File: config.mk
export PLATFORM = sky130hd
export DESIGN_NAME = cpu_phase_sequencer
export DESIGN_NICKNAME = d
export VERILOG_FILES = /design/src/rtl/cpu_phase_sequencer.sv
export SDC_FILE = /design/constraint.sdc
export NUM_CORES = 1
export LEC_CHECK = 0
export BUFFER_PORTS_ARGS = -buffer_cell sky130_fd_sc_hd__buf_2
export CAP_MARGIN = 30
export CELL_PAD_IN_SITES_DETAIL_PLACEMENT = 1
export CELL_PAD_IN_SITES_GLOBAL_PLACEMENT = 1
export CORE_AREA = 4 4 75 77
export CTS_BUF_LIST = sky130_fd_sc_hd__clkbuf_8
export CTS_CLUSTER_DIAMETER = 200
export DETAILED_ROUTE_END_ITERATION = 7
export DIE_AREA = 0 0 79 81
export GPL_ROUTABILITY_DRIVEN = 0
export GPL_TIMING_DRIVEN = 0
export PLACE_DENSITY = 0.91
export REMOVE_ABC_BUFFERS = 1
export SKIP_LAST_GASP = 1
export SLEW_MARGIN = 10
export SYNTH_ARGS = -nofsm -noshare
export SYNTH_HDL_FRONTEND = slang
export SYNTH_SLANG_ARGS = --single-unit
File: constraint.sdc
create_clock -name clk -period 3 [get_ports clk]
set_input_delay 0.6 -clock clk [delete_from_list [all_inputs] [get_ports clk]]
set_output_delay 0.6 -clock clk [all_outputs]
set_load 0.01 [all_outputs]
File: src/rtl/cpu_phase_sequencer.sv
// cpu_phase_sequencer: multi-cycle phase FSM (F,D,E,M,WB) with step/run modes, ecall halt and retire count
//  in : clk, rst (sync, active-high), run_mode, step_btn (raw), ecall, mem_access
//  out: fetch_en, decode_en, exec_en, mem_en, wb_en, pc_en, phase[2:0], halted, retired[CNT_WIDTH-1:0]
module cpu_phase_sequencer #(
  parameter int MEM_WAIT  = 1,
  parameter int CNT_WIDTH = 32
) (
  input  logic                 clk,
  input  logic                 rst,
  input  logic                 run_mode,
  input  logic                 step_btn,
  input  logic                 ecall,
  input  logic                 mem_access,
  output logic                 fetch_en,
  output logic                 decode_en,
  output logic                 exec_en,
  output logic                 mem_en,
  output logic                 wb_en,
  output logic                 pc_en,
  output logic [2:0]           phase,
  output logic                 halted,
  output logic [CNT_WIDTH-1:0] retired
);
  typedef enum logic [2:0] {
    IDLE   = 3'd0,
    FETCH  = 3'd1,
    DECODE = 3'd2,
    EXEC   = 3'd3,
    MEM    = 3'd4,
    WB     = 3'd5,
    HALT   = 3'd6
  } state_t;
  state_t     state;
  logic [3:0] wcnt;
  logic       mem_flag;
  logic       s1, s2, s3;
  logic       step_pulse;
  assign step_pulse = s2 & ~s3;
  assign phase      = state;
  assign fetch_en   = state == FETCH;
  assign decode_en  = state == DECODE;
  assign exec_en    = state == EXEC;
  assign mem_en     = state == MEM;
  assign wb_en      = state == WB;
  assign halted     = state == HALT;
  // the resume pulse out of HALT also advances the PC past the ecall
  assign pc_en      = wb_en | (halted & step_pulse);
  always_ff @(posedge clk) begin
    if (rst) begin
      state    <= IDLE;
      wcnt     <= '0;
      mem_flag <= 1'b0;
      {s1, s2, s3} <= 3'b000;
      retired  <= '0;
    end else begin
      {s1, s2, s3} <= {step_btn, s1, s2};
      if (pc_en) retired <= retired + 1'b1;
      case (state)
        IDLE:    if (run_mode || step_pulse) state <= FETCH;
        FETCH:   state <= DECODE;
        DECODE: begin
          mem_flag <= mem_access;
          state    <= ecall ? HALT : EXEC;
        end
        EXEC:    state <= mem_flag ? MEM : WB;
        MEM: begin
          if (wcnt < 4'(MEM_WAIT)) wcnt <= wcnt + 1'b1;
          else begin
            wcnt  <= '0;
            state <= WB;
          end
        end
        WB:      state <= run_mode ? FETCH : IDLE;
        HALT:    if (step_pulse) state <= IDLE;
        default: state <= IDLE;
      endcase
    end
  end
endmodule

==> results by group, run 1 <==
GRT
  – Grt ovf: 0
  – Initial antenna violation count: 0
  – GRT Util Overall: between 15 and 20%
  – First-pass GRT wire length: 9.32 mm
  – Vias in the first global route: about 2000
  – Largest net degree at the start of global routing: 44

Synth
  – Most instantiated library cell after synthesis: dfxtp_1
  – Mapped cell area: approximately 0.0022 mm2
  – Synth unique cells: 37
  – Syn Area/Cell: around 8.5 um2
  – FFs w/ async S/R, synth: 0%
  – Synth Area in Compound Gates: 20.3%
  – Seq cells post-synth: 43
  – Top cells by count, synth: dfxtp_1, a21oi_1, nor2_1
  – Post-Synth Adder-Cell Area: under 10%
  – EDFF count, synth: 0
  – Predominant post-synthesis flop cell: dfxtp_1
  – Yosys top cell area share: 40.0%
  – Synth area leader: dfxtp_1
  – Post-Synth Simple-Gate Area: ~28%
  – Synth area leaders: dfxtp_1, a21oi_1, or4_1
  – XOR/XNOR Fraction of Synth Area: approximately 3.3%
  – Combinational family with the most area after synthesis: simple AND/OR/NAND/NOR gates
  – Multiplexer share of the synthesized area: less than 1%
  – Seq/Total Area, Yosys: 40.0%
  – Syn Inst Count: 252
  – Yosys Warn Count: 0

Route
  – Drt wl/cell: 15.6 um
  – Routed WL: around 5.6 mm
  – Residual DRC: 0
  – Vias/cell: approximately 5.8
  – Post-DRT Antenna Nets: 0
  – Iteration count of the initial detailed-routing pass: 4
  – DR iter-0 viols: between 80 and 90
  – Via count: approximately 2100

Clocking
  – Hold Buf Count CTS: 0
  – CTS Root Cell: clkbuf_8
  – H-tree depth: 2
  – Post CTS Setup Buffer Count: 0
  – Clk slew on worst S/H paths: approximately 80 ps
  – PostCTS Resize Cnt: 0
  – CTS sink cnt: between 40 and 50
  – TritonCTS clock tree: yes
  – TritonCTS buffer count: 5
  – Longest Clk Path Bufs: 2
  – Skew-Pair Late Insertion Delay: ~300 ps

Setup path
  – R2R cell count: 4
  – CP Capture Type: primary output
  – CP Class: register to primary output
  – WP data arrival: about 1900 ps
  – Worst Setup EP: pc_en
  – Worst R2R End: retired[29]
  – CP Launch Type: register
  – Worst R2R Setup Slack: 730 ps
  – Critical Path RT: 2400 ps
  – Critical path origin: phase[1]
  – CP max FO: 12
  – Worst r2r src: phase[2]

Floorplan
  – Die width: 79 um
  – Site Rows: 26
  – Starting Density: ~43%
  – Top Ports: 48
  – Core footprint: 0.00501 mm2
  – Die Y-Extent: slightly above 80 um
  – Die area: around 0.0064 mm2

STA
  – Post-route setup TNS: 0 ps
  – Tightest Pin Transition: just over 800 ps
  – Shortest period the worst path allows: roughly 2500 ps
  – Slew Limit Headroom: between 40% and 50%
  – Slew Viols, Final: 0
  – Fmax: ~400 MHz
  – Clock skew: 8.15 ps
  – Final setup viols: 0
  – Final hold vios: 0
  – Fin crit share: 82.3%
  – Post-route setup slack: approximately 530 ps
  – RSZ-0062 raised after global routing: no

Final layout
  – Antenna diodes: 0
  – NumNets Final: a little under 300
  – Share of layout cells above drive strength 1: 19.8%
  – Area growth from synthesis to layout: 13.9%
  – Post-layout util: 49.0%

Power
  – Cell Pwr Density: around 520 mW/mm2
  – Leakage: ~0.95 nW
  – Pwr Total: about 0.0013 W
  – Max IR drop VDD: 0.214 mV

Hold path
  – Worst min path class: register to register
  – Worst Hold Path Cells: 1

Placed design
  – Place WS: ~730 ps
  – Post-DP HPWL: approximately 3.9 mm
  – I/O Buffers: 47

Flow run
  – Max_cap viols: 0

Run status
  – Outcome: complete, no violations
==> layout make-up <==
type / instances / area (um2)
multi-input combinational: 181 / 1150
fill: 643 / 2560
clock buffer: 5 / 68.8
timing repair buffer: 47 / 235
inverter: 9 / 33.8
tap: 70 / 87.6
clock inverter: 3 / 16.3
sequential: 43 / 861
==> flip-flops by register name (all words and copies together) (netlist names) <==
name and count:
retired 32, wcnt 4, phase 3, mem_flag 1, s1 1, s2 1, s3 1
==> metal layers <==
layer | up-vias | wire length [um] | track usage, % | share of wire (%)
met3 | 9 | 210 | 4.43 | 3.8
met1 | 1009 | 2460 | 22.5 | 44
met4 | 0 | 120 | 6.70 | 2.2
met2 | 37 | 2780 | 31.4 | 50
li1 | 1012 | - | - | -
met5 | - | 0 | 0 | 0
==> critical path: stages (launching register included) <==
cell and delay [ps]:
dfxtp_1 500, and2b_1 390, o21ai_0 450, inv_1 80, buf_2 150
==> cell families (layout without fill, tap and decap cells) <==
group                    count (synthesis)  after routing
adder cells (fa/ha/maj)                  3              3
AO/OA/AOI/OAI                           68             68
flip-flops                              43             43
XOR/XNOR                                 8              8
AND/OR/NAND/NOR                        101            101
multiplexers                             1              1
buffers and inverters                   28             64
==> worst min path at each step <==
stage          startpoint  endpoint
2_1_floorplan          s1        s2
3_3_place_gp           s1        s2
3_5_place_dp           s1        s2
4_1_cts                s1        s2
5_1_grt                s1        s2
6_report               s1        s2
==> power breakdown <==
part	total (W)	internal, W	switching (W)
clock	0.000360	0.000159	0.000200
combinational	0.000253	0.0000970	0.000156
sequential	0.000654	0.000598	0.0000569
total	0.00127	0.000854	0.000413
==> cells in the final DEF (no fill, tap or decap), drive strengths merged <==
cell type	count
a21oi	31
a22oi	2
and2	4
and2b	1
and3	4
and4	8
and4bb	1
buf	47
clkbuf	5
clkinv	1
clkinvlp	1
dfxtp	43
ha	3
inv	10
mux2i	1
nand2	12
nand2b	2
nand3	6
nand4	8
nor2	20
nor2b	4
nor3	2
nor3b	1
nor4	1
nor4b	1
o2111ai	5
o211ai	2
o21ai	13
o22ai	1
o31ai	13
o41ai	1
or3	10
or3b	1
or4	15
xnor2	1
xor2	7
==> metrics by stage <==
stage / instance area (um2) / hold slack, ps / std cells
6_report: 2450 / 448 / 358
3_5_place_dp: 2370 / 432 / 350
4_1_cts: 2450 / 453 / 358
2_1_floorplan: 2040 / 414 / 233
5_1_grt: 2450 / 474 / 358
3_3_place_gp: 2370 / 423 / 350
Power figures use the tool's default switching activity.
==> run 2: changes to the inputs <==
--- a/config.mk
+++ b/config.mk
@@ -5,18 +5,19 @@
 export SDC_FILE = /design/constraint.sdc
 export NUM_CORES = 1
 export LEC_CHECK = 0
+export ABC_AREA = 1
 export BUFFER_PORTS_ARGS = -buffer_cell sky130_fd_sc_hd__buf_2
 export CAP_MARGIN = 30
 export CELL_PAD_IN_SITES_DETAIL_PLACEMENT = 1
 export CELL_PAD_IN_SITES_GLOBAL_PLACEMENT = 1
-export CORE_AREA = 4 4 75 77
+export CORE_AREA = 4 4 82 84
 export CTS_BUF_LIST = sky130_fd_sc_hd__clkbuf_8
 export CTS_CLUSTER_DIAMETER = 200
 export DETAILED_ROUTE_END_ITERATION = 7
-export DIE_AREA = 0 0 79 81
+export DIE_AREA = 0 0 86 88
 export GPL_ROUTABILITY_DRIVEN = 0
 export GPL_TIMING_DRIVEN = 0
-export PLACE_DENSITY = 0.91
+export PLACE_DENSITY = 0.86
 export REMOVE_ABC_BUFFERS = 1
 export SKIP_LAST_GASP = 1
 export SLEW_MARGIN = 10
==> constraint.sdc (replaced) <==
create_clock -name clk -period 2.3 [get_ports clk]
set_input_delay 0.46 -clock clk [delete_from_list [all_inputs] [get_ports clk]]
set_output_delay 0.46 -clock clk [all_outputs]
set_load 0.01 [all_outputs]
==> run 2 against run 1 <==
Sequential share of layout area shrank 3.1 points. Worst hold slack lost 86 ps. Register-to-register slack lost 320 ps. Design area grew 9.6%. Combinational power grew 57%. Wire length grew 22%. Critical path depth grew 1. Synthesized area grew 6.7%. Power grew 41%. Global-route usage grew 0.61 points. First-iteration DRC count grew 33%. Via count grew 18%. Highest routed layer unchanged.
==> results by group, run 2 <==
Run status
  – Outcome: complete, no violations

Placed design
  – I/O Buffers: between 40 and 50
  – Placed Cells: about 470
  – Place WS: between 300 and 400 ps
  – Post-DP HPWL: 5.10 mm

Route
  – Drt wl/cell: 14.4 um
  – Iteration count of the initial detailed-routing pass: 4
  – DR iter-0 viols: 114
  – Vias/cell: between 5 and 6
  – Residual DRC: 0
  – Routed WL: ~6.8 mm
  – Via count: about 2400
  – Post-DRT Antenna Nets: 0

STA
  – Clock skew: approximately 6.4 ps
  – Shortest period the worst path allows: 2080 ps
  – Post-route setup TNS: 0 ps
  – Slew Limit Headroom: roughly 43%
  – Post-route setup slack: 219 ps
  – Fin crit share: around 90%
  – Slew Viols, Final: 0
  – Hold slack final: 362 ps
  – Final hold vios: 0
  – Tightest Pin Transition: 851 ps
  – Fmax: between 400 and 500 MHz
  – Final setup viols: 0
  – RSZ-0062 raised after global routing: no

Floorplan
  – Die Y-Extent: about 88 um
  – Site Rows: 28
  – Starting Density: between 30% and 40%
  – Core footprint: 0.00592 mm2
  – Top Ports: 48
  – Die width: between 80 and 90 um
  – Die area: roughly 0.0076 mm2

Setup path
  – CP Class: register to primary output
  – CP Capture Type: primary output
  – CP max-delay cell: dfxtp_1
  – CP Cell Sequence: nand2_2 > nor2_2 > nand2_2 > nand2_4 > buf_2
  – Critical Path RT: approximately 1800 ps
  – CP Launch Type: register
  – Slowest stage delay, CP: ~470 ps
  – CP max FO: 24
  – WP data arrival: about 1600 ps
  – Most frequent CP cell: nand2_2

Clocking
  – Longest Clk Path Bufs: 2
  – Hold Buf Count CTS: 0
  – TritonCTS clock tree: yes
  – TritonCTS buffer count: 5
  – Skew-Pair Late Insertion Delay: approximately 300 ps
  – Clk slew on worst S/H paths: about 80 ps
  – Post CTS Setup Buffer Count: 0
  – CTS sink cnt: 43
  – PostCTS Resize Cnt: 0
  – CTS Root Cell: clkbuf_8
  – H-tree depth: 2

GRT
  – Largest net degree at the start of global routing: 26
  – Met3 Resource Use GR: between 2 and 3%
  – Vias in the first global route: roughly 2500
  – Met2 Use GR: around 34%
  – First-pass GRT wire length: 11.5 mm
  – GRT Util Overall: a little under a fifth
  – Gr busiest metal: met2
  – Met1 GRT Util: 23.6%
  – Grt ovf: 0
  – Initial antenna violation count: 0

Synth
  – Yosys top cell area share: a little under two fifths
  – Seq/Total Area, Yosys: between 30 and 40%
  – Syn Area/Cell: between 6 and 7 um2
  – EDFF count, synth: 0
  – Synth area leaders: dfxtp_1, nand2_1, nor2_1
  – Top cells by count, synth: nand2_1, nor2_1, inv_1
  – Syn Inst Count: 350
  – Yosys Warn Count: 0
  – Seq cells post-synth: 43
  – Mapped cell area: around 0.0023 mm2
  – Predominant post-synthesis flop cell: dfxtp_1
  – Most instantiated library cell after synthesis: nand2_1
  – Synth unique cells: 31
  – FFs w/ async S/R, synth: 0%
  – Synth area leader: dfxtp_1

Final layout
  – Most frequent cells in the layout: nand2_1, nor2_1, inv_1
  – NumNets Final: between 400 and 500
  – Commonest non-fill, non-tap cell in the layout: nand2_1
  – Share of layout cells above drive strength 1: 17.8%
  – Filler cells: 820
  – Area growth from synthesis to layout: 17.0%
  – Number of flip-flops in the largest register: 32
  – Largest Register: retired
  – Antenna diodes: 0
  – Layout Cells excl Fill: 474

Power
  – Max IR drop VDD: between 0.4 and 0.5 mV
  – Pwr Total: 0.00179 W
  – Leakage: 1.26 nW
  – Cell Pwr Density: about 660 mW/mm2

Flow run
  – Max_cap viols: 0

Hold path
  – Worst min path class: input port to register
run 2: cell types whose count changed in the layout (fill, tap and decap cells not counted), moves of 5 or more:
cell     change
nand2_1     +65
nor2_1      +44
inv_1       +39
nand3_1     +19
or4_1       -15
o31ai_1     -13
nor3_1      +11
or3_1       -10
a21oi_1      -9
and4_1       -8
nor2_2       +5
xor2_1       -5
run 2: final timing paths:
kind         slack (ps)  cells after the start          end  startpoint
min reg2reg         410                      2           s2          s1
max                 220                      5        pc_en    phase[1]
max reg2reg         410                      9  retired[28]  retired[0]
min                 360                      3           s1    step_btn
run 2: through the flow:
step	util [%]	cell area, um2
floorplan	-	2260
global placement	43.7	2590
detailed placement	43.7	2590
CTS	45.4	2690
global route	45.4	2690
finish	45.4	2690
run 2: critical path: cells and delay by family (launching register included):
family / cells / cell delay (ps)
AND/OR/NAND/NOR: 4 / 660
flip-flops: 1 / 470
buffers and inverters: 1 / 200
run 2: layer usage:
metal	up-vias	share of wire [%]
li1	1205	-
met1	1172	45
met2	42	50
met3	12	3.6
met4	0	1.6
met5	-	0
run 2: cell type report:
class	count	area [um2]	share of cell area [%]
multi-input cells	252	1210	45.2
clock inverters	1	3.75	0.140
repair buffers	47	235	8.75
well taps	75	93.8	3.49
clock buffers	7	96.3	3.58
flip-flops and latches	43	861	32.0
inverters	49	184	6.84
run 2: where the power goes:
group          total [W]  internal, W  switching (W)  leakage [nW]
logic           0.000398     0.000130       0.000268         0.856
clock network   0.000541     0.000270       0.000270        0.0557
registers       0.000847     0.000790      0.0000575         0.348
total            0.00179      0.00119       0.000596          1.26
run 2: cell families (layout without fill, tap and decap cells):
kind of cell    after synthesis  after routing  share of synthesized area, %
buf+inv                      55            104                          9.69
simple gates                207            207                          40.8
fa+ha+maj                     3              3                          1.63
compound gates               40             40                          9.69
xor+xnor                      2              2                         0.762
flops                        43             43                          37.5
